## src/rtl/mem_bus_arbiter_2_pkg.sv

```systemverilog
// Shared definitions for the two-requester memory bus arbiter.
// State encodings and requester indices used by the arbiter and its bench.
package mem_bus_arbiter_2_pkg;

    typedef enum logic [1:0] {
        StIdle = 2'd0,
        StBusy = 2'd1,
        StResp = 2'd2
    } arbState_e;

    localparam logic ReqFetch = 1'b0;
    localparam logic ReqLsu   = 1'b1;

endpackage

```

## src/rtl/mem_bus_arbiter_2_mux.sv

```systemverilog
// Generic 2-input bus multiplexer; Sel = 0 picks MuxIn_0, Sel = 1 picks MuxIn_1.
module Mux_2 #(
    parameter int unsigned NrOfBits = 1
) (
    input  logic                Sel,
    input  logic [NrOfBits-1:0] MuxIn_0,
    input  logic [NrOfBits-1:0] MuxIn_1,
    output logic [NrOfBits-1:0] MuxOut
);

    assign MuxOut = Sel ? MuxIn_1 : MuxIn_0;

endmodule

```

## src/rtl/mem_bus_arbiter_2.sv

```systemverilog
// Round-robin arbiter for the core's shared memory port (0 = fetch, 1 = load/store).
// Grant is held until MemAck or the watchdog aborts; results are returned for one cycle.
module mem_bus_arbiter_2
    import mem_bus_arbiter_2_pkg::*;
#(
    parameter int unsigned AddrBits      = 32,
    parameter int unsigned DataBits      = 32,
    parameter int unsigned TimeoutCycles = 255
) (
    input  logic                clock,
    input  logic                reset,
    input  logic                Req_0,
    input  logic [AddrBits-1:0] Addr_0,
    input  logic [DataBits-1:0] WData_0,
    input  logic                We_0,
    input  logic                Req_1,
    input  logic [AddrBits-1:0] Addr_1,
    input  logic [DataBits-1:0] WData_1,
    input  logic                We_1,
    output logic                Ack_0,
    output logic                Ack_1,
    output logic                Err,
    output logic [DataBits-1:0] RData,
    output logic                Grant,
    output logic                MemReq,
    output logic [AddrBits-1:0] MemAddr,
    output logic [DataBits-1:0] MemWData,
    output logic                MemWe,
    input  logic                MemAck,
    input  logic [DataBits-1:0] MemRData
);

    localparam int unsigned CountBits = $clog2(TimeoutCycles + 1);
    localparam logic [CountBits-1:0] WdLimit = CountBits'(TimeoutCycles);

    arbState_e              state;
    logic                   lastOwner;
    logic [CountBits-1:0]   wdCount;
    logic                   muxWe;

    Mux_2 #(.NrOfBits(AddrBits)) addrMux (
        .Sel     (Grant),
        .MuxIn_0 (Addr_0),
        .MuxIn_1 (Addr_1),
        .MuxOut  (MemAddr)
    );

    Mux_2 #(.NrOfBits(DataBits)) wdataMux (
        .Sel     (Grant),
        .MuxIn_0 (WData_0),
        .MuxIn_1 (WData_1),
        .MuxOut  (MemWData)
    );

    Mux_2 #(.NrOfBits(1)) weMux (
        .Sel     (Grant),
        .MuxIn_0 (We_0),
        .MuxIn_1 (We_1),
        .MuxOut  (muxWe)
    );

    assign MemWe = muxWe & MemReq;

    always_ff @(posedge clock) begin
        if (reset) begin
            state     <= StIdle;
            Grant     <= ReqFetch;
            lastOwner <= ReqLsu;
            MemReq    <= 1'b0;
            Ack_0     <= 1'b0;
            Ack_1     <= 1'b0;
            Err       <= 1'b0;
            RData     <= '0;
            wdCount   <= '0;
        end else begin
            Ack_0 <= 1'b0;
            Ack_1 <= 1'b0;
            Err   <= 1'b0;
            case (state)
                StBusy: begin
                    // An ack on the expiry cycle takes priority over the abort.
                    if (MemAck) begin
                        RData     <= MemRData;
                        Ack_0     <= (Grant == ReqFetch);
                        Ack_1     <= (Grant == ReqLsu);
                        lastOwner <= Grant;
                        MemReq    <= 1'b0;
                        wdCount   <= '0;
                        state     <= StResp;
                    end else if (wdCount == WdLimit) begin
                        RData     <= '0;
                        Err       <= 1'b1;
                        lastOwner <= Grant;
                        MemReq    <= 1'b0;
                        wdCount   <= '0;
                        state     <= StResp;
                    end else begin
                        wdCount <= wdCount + 1'b1;
                    end
                end
                StResp: begin
                    state <= StIdle;
                end
                default: begin
                    if (Req_0 || Req_1) begin
                        Grant  <= (Req_0 && Req_1) ? ~lastOwner : (Req_1 ? ReqLsu : ReqFetch);
                        MemReq <= 1'b1;
                        state  <= StBusy;
                    end
                end
            endcase
        end
    end

endmodule

```

## config.mk

```make
export PLATFORM = sky130hd
export DESIGN_NAME = mem_bus_arbiter_2
export DESIGN_NICKNAME = d
export VERILOG_FILES = /design/src/rtl/mem_bus_arbiter_2_pkg.sv /design/src/rtl/mem_bus_arbiter_2_mux.sv /design/src/rtl/mem_bus_arbiter_2.sv
export SDC_FILE = /design/constraint.sdc
export NUM_CORES = 1
export LEC_CHECK = 0
export BUFFER_PORTS_ARGS = -buffer_cell sky130_fd_sc_hd__buf_2
export CELL_PAD_IN_SITES_DETAIL_PLACEMENT = 1
export CELL_PAD_IN_SITES_GLOBAL_PLACEMENT = 2
export CORE_MARGIN = 1.5
export CORE_UTILIZATION = 15
export CTS_CLUSTER_DIAMETER = 60
export CTS_CLUSTER_SIZE = 28
export DETAILED_ROUTE_END_ITERATION = 16
export GPL_TIMING_DRIVEN = 0
export PLACE_DENSITY_LB_ADDON = 0.1
export REMOVE_ABC_BUFFERS = 1
export SLEW_MARGIN = 20
export SYNTH_ARGS = -nofsm -noshare
export SYNTH_HDL_FRONTEND = slang
export SYNTH_SLANG_ARGS = --single-unit
```

## constraint.sdc

```tcl
create_clock -name clock -period 1.4 [get_ports clock]
set_input_delay 0.14 -clock clock [delete_from_list [all_inputs] [get_ports clock]]
set_output_delay 0.14 -clock clock [all_outputs]
set_load 0.01 [all_outputs]
```

==> reports/metrics.csv, run 1 <==
stage,metric,value,unit
finish,Fillers,1915,
sta,f_max,645,MHz
global_route,GRT Resource Usage Total,0.135,
critical_path,Crit path largest cell delay,410,ps
clock_network,Worst-path clk slew,70,ps
pwr,Peak VDD IR,0.508,mV
finish,Layout area overhead,103,%
clock_network,clk root buf,clkbuf_16,
pwr,PD cells,1140,nW/um^2
finish,layout cells sized above 1,0.775,
finish,"non-filler cells, final",727,
die,FP Rows,46,
run_status,status,finished with violations,
routing,Post-DRT Antenna Nets,0,
critical_path,CP required,1260,ps
clock_network,Clock Tree Buf Depth,2,
global_route,initial antenna violation count,1,
die,die area,17300,sq um
routing,final wirelength,12.0,mm
clock_network,cts bufs inserted,5,
global_route,number of global-route vias before repair,3249,
sta,Final WS setup,-150,ps
sta,post-route minimum period,1550,ps
global_route,Global Route met1 Usage,0.143,
die,die width,131,microns
global_route,GR Util met3,0.0351,
placement,placed cell area,4060,sq um
critical_path,Critical Path Source Type,register,
finish,final core utilization,0.314,
synth,register area share after synthesis,0.388,
worst_hold_path,Hold Path Cell Cnt,2,
sta,final worst-path cycle share,1.11,
worst_hold_path,WHS Endpoint,RData[3],
sta,count of final hold-check violations,0,
routing,post-DR vias/cell,4.04,
sta,Worst Skew,3.36,ps
critical_path,critical path cell sequence,buf_12 -> mux2_2 -> buf_2,
finish,# nets final,679,
sta,RSZ-0062 raised after global routing,yes,
placement,placed insts,692,
global_route,pin count of the biggest net entering global routing,25,
routing,DR iter-0 viols,54,
clock_network,CTS H-Tree Depth,2,
critical_path,critical-path maximum fanout,19,
synth,"Cell Area, Synth",2470,sq um
synth,ys async rst share,0,
routing,DRC,0,
finish,Finished Cell Area,5030,sq um
routing,average wire per standard cell,16.5,microns
sta,Final Setup Violations,100,
sta,worst-margin pin slew,377,ps
placement,Port-buffer cells,268,
finish,"most common cell after layout, fill and taps aside",buf_2,
synth,Mapped Cells,223,
synth,distinct cell type count after synthesis,34,
synth,syn_area_per_cell,11.1,sq um
critical_path,kind of critical path,register to output port,
critical_path,Worst EP arrival,1410,ps
critical_path,register-to-register setup slack,-120,ps
clock_network,CTS tree,done,
sta,Slew headroom,0.748,
synth,Ys Warns,0,
finish,"commonest cells after routing, fill and taps aside","buf_2, buf_6, dfxtp_1, mux2_4, a22o_1",
global_route,first-pass GRT wire length,18.3,mm
job,maxcap violations,0,
critical_path,Crit-path slowest cell,dfxtp_4,
routing,1st-pass router iterations,3,
global_route,global route overflow,0,
critical_path,worst r2r src,wdCount[0],
sta,Final Max Tran Viols,0,
placement,GPL Wtd Cong,0.728,
routing,DR vias,2934,
global_route,GRT Max-Usage Layer,met2,
critical_path,FF-to-FF End,state[0],
clock_network,CTS sink count,48,
placement,Final HPWL DP,8.99,mm
worst_hold_path,hold crit path type,input port to register,
critical_path,WP buf/inv,2,
pwr,Leak Pwr,2.50,nW
synth,synthesis-stage register bit count,48,
die,IO Count,269,
global_route,met2 global-route usage,0.261,
critical_path,"delay-heaviest family, CP",flip-flops,
die,Initial Util,0.155,
clock_network,worst skew pair latency,290,ps
worst_hold_path,critical hold path startpoint,MemRData[3],
synth,Post-synth EDFFs,0,
critical_path,reg2reg path depth,6,
run_status,failing checks,negative setup slack,
die,Die Ht,131,microns
synth,"Top FF cell, synth",dfxtp_1,
die,core area,16000,sq um
critical_path,Setup crit end kind,output port,
[cells by family (layout without fill, tap and decap cells)]
logic type	count (synthesis)	after routing	synth area share
flip-flops	48	48	0.388
adder cells (fa/ha/maj)	3	3	0.0152
other	0	1	0
AND/OR/NAND/NOR	34	34	0.0763
XOR/XNOR	6	6	0.0212
AO/OA/AOI/OAI	43	43	0.147
multiplexers	67	67	0.304
buffers and inverters	22	309	0.0485
[registers in the layout (all words and copies together), names as in the netlist]
register	count
lastOwner	1
Ack_1	1
Err	1
Grant	1
wdCount	8
Ack_0	1
MemReq	1
state	2
RData	32
[worst max-delay path by stage]
| stage | from | endpoint | slack, ps | depth (start not counted) |
|---|---|---|---|---|
| after CTS | Grant | MemWData[13] | -180 | 4 |
| after global placement | Grant | MemWData[25] | -1890 | 2 |
| final | Grant | MemWData[15] | -150 | 3 |
| after floorplan | Grant | MemAddr[0] | -1020 | 1 |
| after global routing | Grant | MemAddr[26] | -200 | 3 |
| after detailed placement | state[1] | RData[31] | -460 | 6 |
[synth_stat cells, types with 2 or more instances]
cell | number | area (sq um)
a21oi_1 | 2 | 10.0
a22o_1 | 32 | 280
and2_1 | 2 | 12.5
buf_2 | 12 | 60.1
buf_6 | 3 | 33.8
clkbuf_1 | 3 | 11.3
dfxtp_1 | 48 | 961
ha_1 | 3 | 37.5
inv_1 | 4 | 15.0
mux2_2 | 65 | 732
mux2i_1 | 2 | 20.0
nand2_1 | 4 | 15.0
nand2b_1 | 4 | 25.0
nand3b_1 | 2 | 15.0
nand4_1 | 3 | 18.8
nor2_1 | 5 | 18.8
nor2b_1 | 2 | 12.5
nor3_1 | 7 | 35.0
xnor2_1 | 2 | 17.5
xor2_1 | 4 | 35.0
[where the power goes]
| part | leakage [nW] | internal [mW] | total (mW) | switching, mW |
|---|---|---|---|---|
| sequential | 0.396 | 1.53 | 1.64 | 0.110 |
| clock | 0.0944 | 1.03 | 1.58 | 0.553 |
| combinational | 2.01 | 1.46 | 2.53 | 1.07 |
| total | 2.50 | 4.03 | 5.75 | 1.73 |
[routing by layer]
metal  routed length [microns]  up-vias
met1                      4480     1364
met2                      6550      159
met5                         0        -
met3                       839       12
met4                       155        0
li1                          -     1399
[per-stage QoR]
stage / setup slack [ps] / power [mW] / setup TNS, ps / hold slack (ps)
finish: -150 / 5.75 / -8150 / 56.0
global route: -201 / 6.10 / -13720 / 47.1
CTS: -183 / 5.83 / -11800 / 46.8
detailed placement: -459 / 3.49 / -22430 / 354
global placement: -1890 / 3.46 / -161260 / 352
floorplan: -1020 / 2.63 / -82130 / 209
[area by class of cell]
type                       count  area (sq um)  area share
antenna                        1          2.50    0.000497
clock buffer                   5           125      0.0249
clock inverter                 3          68.8      0.0137
inverter                       4          15.0     0.00298
multi-input combinational    153          1630       0.324
sequential                    48           978       0.194
tap                          216           270      0.0537
timing repair buffer         297          1940       0.386
[timing repair]
item	CTS	global route
cloned	5	1
pin swaps	34	15
setup endpoints to repair	111	110
hold buffers	0	0
resized for setup	85	28
buffers inserted	20	6
Note: power is estimated with default switching activity, not from simulation.
==> inputs of run 2 (changes only) <==
--- a/config.mk
+++ b/config.mk
@@ -16,6 +16,7 @@
 export GPL_TIMING_DRIVEN = 0
 export PLACE_DENSITY_LB_ADDON = 0.1
 export REMOVE_ABC_BUFFERS = 1
+export SETUP_SLACK_MARGIN = 0.2
 export SLEW_MARGIN = 20
 export SYNTH_ARGS = -nofsm -noshare
 export SYNTH_HDL_FRONTEND = slang
==> run 2 against run 1 <==
  * The run still ends with negative setup slack left
  * Clock-buffer cell count did not move
  * Final cell count rose by 2.5%
  * Cell area rose by 7.4%
  * Sequential power barely moved
  * Highest routed layer unchanged
  * Combinational power rose by 15%
  * First-iteration DRC count rose by 1.9%
==> reports/metrics.csv, run 2 (synthesized netlist as in run 1, its figures left out) <==
stage,metric,value,unit,change
clock_network,Clock Tree Buf Depth,2,,unchanged
sta,Final Setup Violations,107,,+7.0%
critical_path,reg2reg path depth,7,,+1
sta,final worst-path cycle share,1.11,,+0.00497
critical_path,critical-path maximum fanout,6,,-13
run_status,failing checks,negative setup slack,,
critical_path,Worst EP arrival,1740,ps,+330 ps
critical_path,worst r2r src,wdCount[0],,
critical_path,FF-to-FF End,RData[31],,
sta,Final WS setup,-157,ps,-6.95 ps
die,IO Count,269,,unchanged
clock_network,hold_buf cts,0,,unchanged
clock_network,CTS H-Tree Depth,2,,unchanged
pwr,Peak VDD IR,0.512,mV,+0.70%
sta,post-route minimum period,1560,ps,+6.95 ps
die,die area,17300,sq um,unchanged
critical_path,register-to-register setup slack,-160,ps,-40 ps
clock_network,clk root buf,clkbuf_16,,
clock_network,Worst-path clk slew,70,ps,about the same
placement,Port-buffer cells,268,,unchanged
global_route,global route overflow,0,,unchanged
critical_path,critical path cell sequence,ha_4 -> nand3_4 -> o21ai_4 -> a21oi_4 -> buf_6 -> buf_12 -> a22o_1,,
placement,Final HPWL DP,8.99,mm,unchanged
routing,DRC,0,,unchanged
sta,worst-margin pin slew,401,ps,+24.3 ps
die,core area,16000,sq um,unchanged
routing,DR vias,3010,,+2.6%
sta,Slew headroom,0.732,,-0.0156
finish,Top reg by flops,RData,,
run_status,status,finished with violations,,
clock_network,CTS sink count,48,,unchanged
clock_network,cts bufs inserted,5,,unchanged
critical_path,WP buf/inv,2,,unchanged
worst_hold_path,hold crit path type,input port to register,,
critical_path,Crit-path slowest cell,dfxtp_4,,
critical_path,"delay-heaviest family, CP",compound AO/OA/AOI/OAI gates,,
worst_hold_path,Hold Path Cell Cnt,2,,unchanged
finish,# nets final,697,,+2.7%
finish,Layout area overhead,118,%,
routing,average wire per standard cell,16.9,microns,+2.1%
die,die width,131,microns,unchanged
sta,worst hold slack,45.6,ps,-10.4 ps
routing,Post-DRT Antenna Nets,0,,unchanged
global_route,GRT Resource Usage Total,0.140,,+0.00533
sta,count of final hold-check violations,0,,unchanged
critical_path,CP required,1580,ps,+320 ps
routing,final wirelength,12.6,mm,+4.6%
worst_hold_path,WHS Endpoint,Err,,
critical_path,Setup crit end kind,register,,
sta,RSZ-0062 raised after global routing,yes,,
global_route,first-pass GRT wire length,18.9,mm,+3.5%
finish,biggest regs,"RData: 32 flops, wdCount: 8 flops, state: 2 flops",,
sta,Setup TNS Final,-11510,ps,-3360 ps
global_route,initial antenna violation count,1,,unchanged
die,FP Rows,46,,unchanged
pwr,PD cells,1140,nW/um^2,-0.63%
routing,1st-pass router iterations,2,,-1
die,Die Ht,131,microns,unchanged
critical_path,kind of critical path,register to register,,
finish,"most common cell after layout, fill and taps aside",buf_2,,
sta,f_max,642,MHz,-0.45%
sta,Worst Skew,3.91,ps,+0.549 ps
die,Initial Util,0.155,,unchanged
pwr,Leak Pwr,2.68,nW,+7.2%
job,maxcap violations,0,,unchanged
worst_hold_path,critical hold path startpoint,MemAck,,
global_route,pin count of the biggest net entering global routing,20,,-20%
pwr,Power Total,6.14,mW,+6.8%
sta,Final Max Tran Viols,0,,unchanged
clock_network,worst skew pair latency,290,ps,about the same
finish,"commonest cells after routing, fill and taps aside","buf_2, buf_6, dfxtp_1, mux2_4, a22o_1",,
finish,layout cells sized above 1,0.797,,+0.0228
routing,DR iter-0 viols,55,,+1.9%
critical_path,Crit path largest cell delay,370,ps,-40 ps
finish,max reg flops,32,,unchanged
global_route,number of global-route vias before repair,3343,,+2.9%
critical_path,Critical Path Source Type,register,,
placement,GPL Wtd Cong,0.728,,unchanged
clock_network,CTS tree,done,,
routing,post-DR vias/cell,4.04,,+0.11%
-- run 2: cell count changes in the layout (fill, tap and decap cells not counted), sizes merged --
| cell | previous run | this run |
|---|---|---|
| buf | 296 | 313 |
| clkbuf | 6 | 7 |
-- run 2: layout make-up --
type / count / area, sq um
multi-input cells: 153 / 1690
repair buffers: 315 / 2260
inverters: 4 / 15.0
clock inverters: 3 / 68.8
diodes: 1 / 2.50
clock buffers: 5 / 125
fillers: 1878 / 10600
well taps: 216 / 270
flip-flops and latches: 48 / 978
-- run 2: routing by layer --
layer  share of wire  vias to the layer above  track usage  wire (microns)
met1            0.37                     1398        0.147            4630
met5               0                        -            0               0
met2            0.55                      162        0.275            6950
met4           0.012                        0       0.0383             155
li1                -                     1438            -               -
met3           0.066                       12       0.0347             835
-- run 2: worst max-delay path by stage --
stage          startpoint           end  slack [ps]  cells past startpoint
6_report       wdCount[0]     RData[31]        -160                      7
3_5_place_dp     state[1]     RData[31]        -460                      6
5_1_grt        wdCount[0]     RData[31]        -210                      7
4_1_cts             Grant  MemWData[13]        -180                      4
2_1_floorplan       Grant    MemAddr[0]       -1020                      1
3_3_place_gp        Grant  MemWData[25]       -1890                      2
-- run 2: report_power, final --
part | internal [mW] | total [mW] | leakage [nW] | switching (mW)
Clock | 1.03 | 1.59 | 0.0944 | 0.558
Sequential | 1.53 | 1.64 | 0.396 | 0.111
Combinational | 1.73 | 2.91 | 2.19 | 1.17
-- run 2: worst register-to-register path, cell delays in order, from the launching register on --
cell and delay, ps:
dfxtp_4 370, ha_4 150, nand3_4 90, o21ai_4 200
a21oi_4 150, buf_6 160, buf_12 120, a22o_1 210
-- run 2: per-stage QoR --
stage / setup WS, ps / cells / area, sq um / utilization
after floorplan: -1020 / 205 / 2370 / -
after global placement: -1890 / 689 / 3980 / 0.249
after detailed placement: -459 / 692 / 4060 / 0.254
after CTS: -183 / 739 / 5210 / 0.325
after global routing: -209 / 745 / 5410 / 0.338
final: -157 / 745 / 5410 / 0.338
-- run 2: repair_timing --
| item | CTS | global route |
|---|---|---|
| pin swaps | 42 | 18 |
| setup endpoints to repair | 113 | 113 |
| setup buffers | 32 | 3 |
| resized for setup | 102 | 35 |
| endpoints found under the hold margin | 0 | 0 |
| gates cloned | 7 | 2 |
==> inputs of run 3 (changes only) <==
--- a/config.mk
+++ b/config.mk
@@ -8,6 +8,7 @@
 export BUFFER_PORTS_ARGS = -buffer_cell sky130_fd_sc_hd__buf_2
 export CELL_PAD_IN_SITES_DETAIL_PLACEMENT = 1
 export CELL_PAD_IN_SITES_GLOBAL_PLACEMENT = 2
+export CORE_ASPECT_RATIO = 0.9
 export CORE_MARGIN = 1.5
 export CORE_UTILIZATION = 15
 export CTS_CLUSTER_DIAMETER = 60
==> run 3 against run 2 <==
  * Via count up 1.2%
  * First-iteration DRC count up 22%
  * Combinational power up 12%
  * Sequential power about the same
  * Global-route usage up 0.66 points
  * Die area about the same
  * The flow still finishes with violations (negative setup slack)
==> reports/metrics.csv, run 3 (synthesized netlist as in run 1, its figures left out) <==
stage,metric,value,unit,change
critical_path,WP depth,8,,+1
finish,biggest regs,"RData: 32 flops, wdCount: 8 flops, state: 2 flops",,
die,Die Ht,125,microns,-5.0%
critical_path,critical path cell sequence,ha_4 -> nand3_4 -> o21ai_4 -> a21oi_4 -> buf_12 -> buf_12 -> buf_16 -> a22o_1,,
critical_path,register-to-register setup slack,-200,ps,-40 ps
critical_path,reg2reg path depth,8,,+1
critical_path,Setup crit end kind,register,,
global_route,first-pass GRT wire length,19.4,mm,+2.2%
routing,1st-pass router iterations,4,,+2
global_route,initial antenna violation count,1,,unchanged
sta,Final Max Tran Viols,0,,unchanged
sta,Final WS setup,-195,ps,-38.1 ps
run_status,status,finished with violations,,
finish,# nets final,699,,+0.29%
clock_network,CTS H-Tree Depth,2,,unchanged
clock_network,CTS sink count,48,,unchanged
pwr,Sequential Power Share,0.260,,-0.008
critical_path,FF-to-FF End,RData[26],,
clock_network,clk root buf,clkbuf_16,,
global_route,GRT Resource Usage Total,0.147,,+0.00655
pwr,Pint,4.35,mW,+1.3%
finish,Top reg by flops,RData,,
clock_network,CTS tree,done,,
critical_path,CP required,1590,ps,about the same
finish,"commonest cells after routing, fill and taps aside","buf_2, buf_6, mux2_4",,
sta,worst hold slack,54.9,ps,+9.29 ps
critical_path,worst r2r src,wdCount[0],,
placement,Port-buffer cells,268,,unchanged
die,die area,17300,sq um,about the same
critical_path,Most Frequent Cell on Critical Path,buf_12,,
pwr,PD cells,1120,nW/um^2,-1.4%
placement,placed cell area,4030,sq um,-0.65%
pwr,Sw Share,0.309,,+0.00903
finish,Finished Cell Area,5630,sq um,+4.1%
global_route,global route overflow,0,,unchanged
finish,layout cells sized above 1,0.783,,-0.0143
finish,Fillers,1813,,-3.5%
clock_network,Clock Tree Buf Depth,2,,unchanged
routing,DR vias,3045,,+1.2%
routing,post-DR vias/cell,4.13,,+2.1%
sta,Final Setup Violations,106,,-0.93%
global_route,number of global-route vias before repair,3210,,-4.0%
job,maxcap violations,0,,unchanged
critical_path,Critical Path Source Type,register,,
sta,RSZ-0062 raised after global routing,yes,,
sta,final worst-path cycle share,1.14,,+0.0272
critical_path,CP Capture Point,RData[26],,
pwr,Gate power share,0.515,,+0.042
clock_network,Worst-path clk slew,70,ps,about the same
sta,f_max,627,MHz,-2.4%
finish,max reg flops,32,,unchanged
sta,Slew headroom,0.755,,+0.0229
pwr,Peak VDD IR,0.449,mV,-12%
clock_network,cts bufs inserted,5,,unchanged
critical_path,Worst Setup SP,wdCount[0],,
sta,worst-margin pin slew,367,ps,-34.4 ps
critical_path,critical-path maximum fanout,5,,-1
placement,placed insts,682,,-1.4%
pwr,part of the power in the clock network,0.224,,-0.035
routing,DRC,0,,unchanged
clock_network,worst skew pair latency,290,ps,about the same
routing,final wirelength,13.8,mm,+10%
finish,"most common cell after layout, fill and taps aside",buf_2,,
critical_path,Crit-path slowest cell,dfxtp_4,,
sta,count of final hold-check violations,0,,unchanged
critical_path,Worst EP arrival,1780,ps,+40 ps
placement,Final HPWL DP,9.35,mm,+4.0%
die,Initial Util,0.153,,-0.00125
worst_hold_path,hold crit path type,input port to register,,
sta,post-route minimum period,1600,ps,+38.1 ps
run_status,failing checks,negative setup slack,,
critical_path,Crit path largest cell delay,360,ps,about the same
finish,Layout area overhead,127,%,
placement,GPL Wtd Cong,0.763,,+4.9%
critical_path,WP buf/inv,3,,+1
die,FP Rows,44,,-4.3%
pwr,Switch Pwr,1.95,mW,+5.7%
die,core area,16100,sq um,+0.81%
pwr,Leak Pwr,2.80,nW,+4.3%
die,IO Count,269,,unchanged
clock_network,hold_buf cts,0,,unchanged
die,die width,138,microns,+5.3%
global_route,pin count of the biggest net entering global routing,22,,+10%
routing,Post-DRT Antenna Nets,0,,unchanged
routing,average wire per standard cell,18.7,microns,+11%
sta,Worst Skew,7.80,ps,+3.89 ps
finish,"non-filler cells, final",738,,-0.94%
routing,DR iter-0 viols,67,,+22%
critical_path,"delay-heaviest family, CP",compound AO/OA/AOI/OAI gates,,
critical_path,kind of critical path,register to register,,
-- run 3: cell types whose count changed in the layout (fill, tap and decap cells not counted), moves of 2 or more --
cell,previous run,this run
buf_12,7,9
buf_2,235,208
buf_4,11,17
buf_6,51,68
clkbuf_16,7,9
clkinv_4,0,2
mux2_2,27,6
mux2_4,38,59
nor2_1,3,5
nor2_2,2,0
nor3_1,5,7
-- run 3: how the worst min path moves through the flow --
stage	from	to	cells after the start
after global routing	MemRData[23]	RData[23]	2
after global placement	MemRData[7]	RData[7]	2
after detailed placement	MemAck	Err	2
after floorplan	reset	wdCount[1]	1
final	MemRData[19]	RData[19]	2
after CTS	MemAck	Err	2
-- run 3: layout make-up --
class / instances / area [sq um] / share of cell area
antenna: 1 / 2.50 / 0.000445
timing repair buffer: 316 / 2460 / 0.438
sequential: 48 / 978 / 0.174
clock buffer: 5 / 125 / 0.0222
clock inverter: 3 / 47.5 / 0.00845
multi-input combinational: 154 / 1730 / 0.308
tap: 207 / 259 / 0.0460
inverter: 4 / 15.0 / 0.00267
-- run 3: routing by layer --
metal,track usage,vias up,part of all wire
met5,0,-,0
met4,0.0415,0,0.014
met3,0.0308,10,0.051
met2,0.258,116,0.52
met1,0.181,1473,0.41
li1,-,1446,-
-- run 3: metrics by stage --
stage / TNS [ps] / util / setup WS, ps / power [mW]
floorplan: -82130 / - / -1020 / 2.63
global placement: -159110 / 0.246 / -1870 / 3.48
detailed placement: -31850 / 0.250 / -693 / 3.50
CTS: -14950 / 0.312 / -201 / 5.81
global route: -20170 / 0.349 / -253 / 6.64
finish: -14730 / 0.349 / -195 / 6.30
-- run 3: timing repair --
action	in CTS	in global routing
cloned	7	5
pin swaps	39	9
gates resized for setup	89	94
buffers inserted	27	8
setup endpoints to repair	113	113
-- run 3: power groups by stage --
stage | Combinational, mW | Clock [mW] | Sequential (mW)
final | 3.25 | 1.41 | 1.64
after global routing | 3.44 | 1.53 | 1.67
after CTS | 2.70 | 1.47 | 1.64
after detailed placement | 1.81 | 0 | 1.70
after global placement | 1.71 | 0 | 1.76
after floorplan | 0.848 | 0 | 1.78
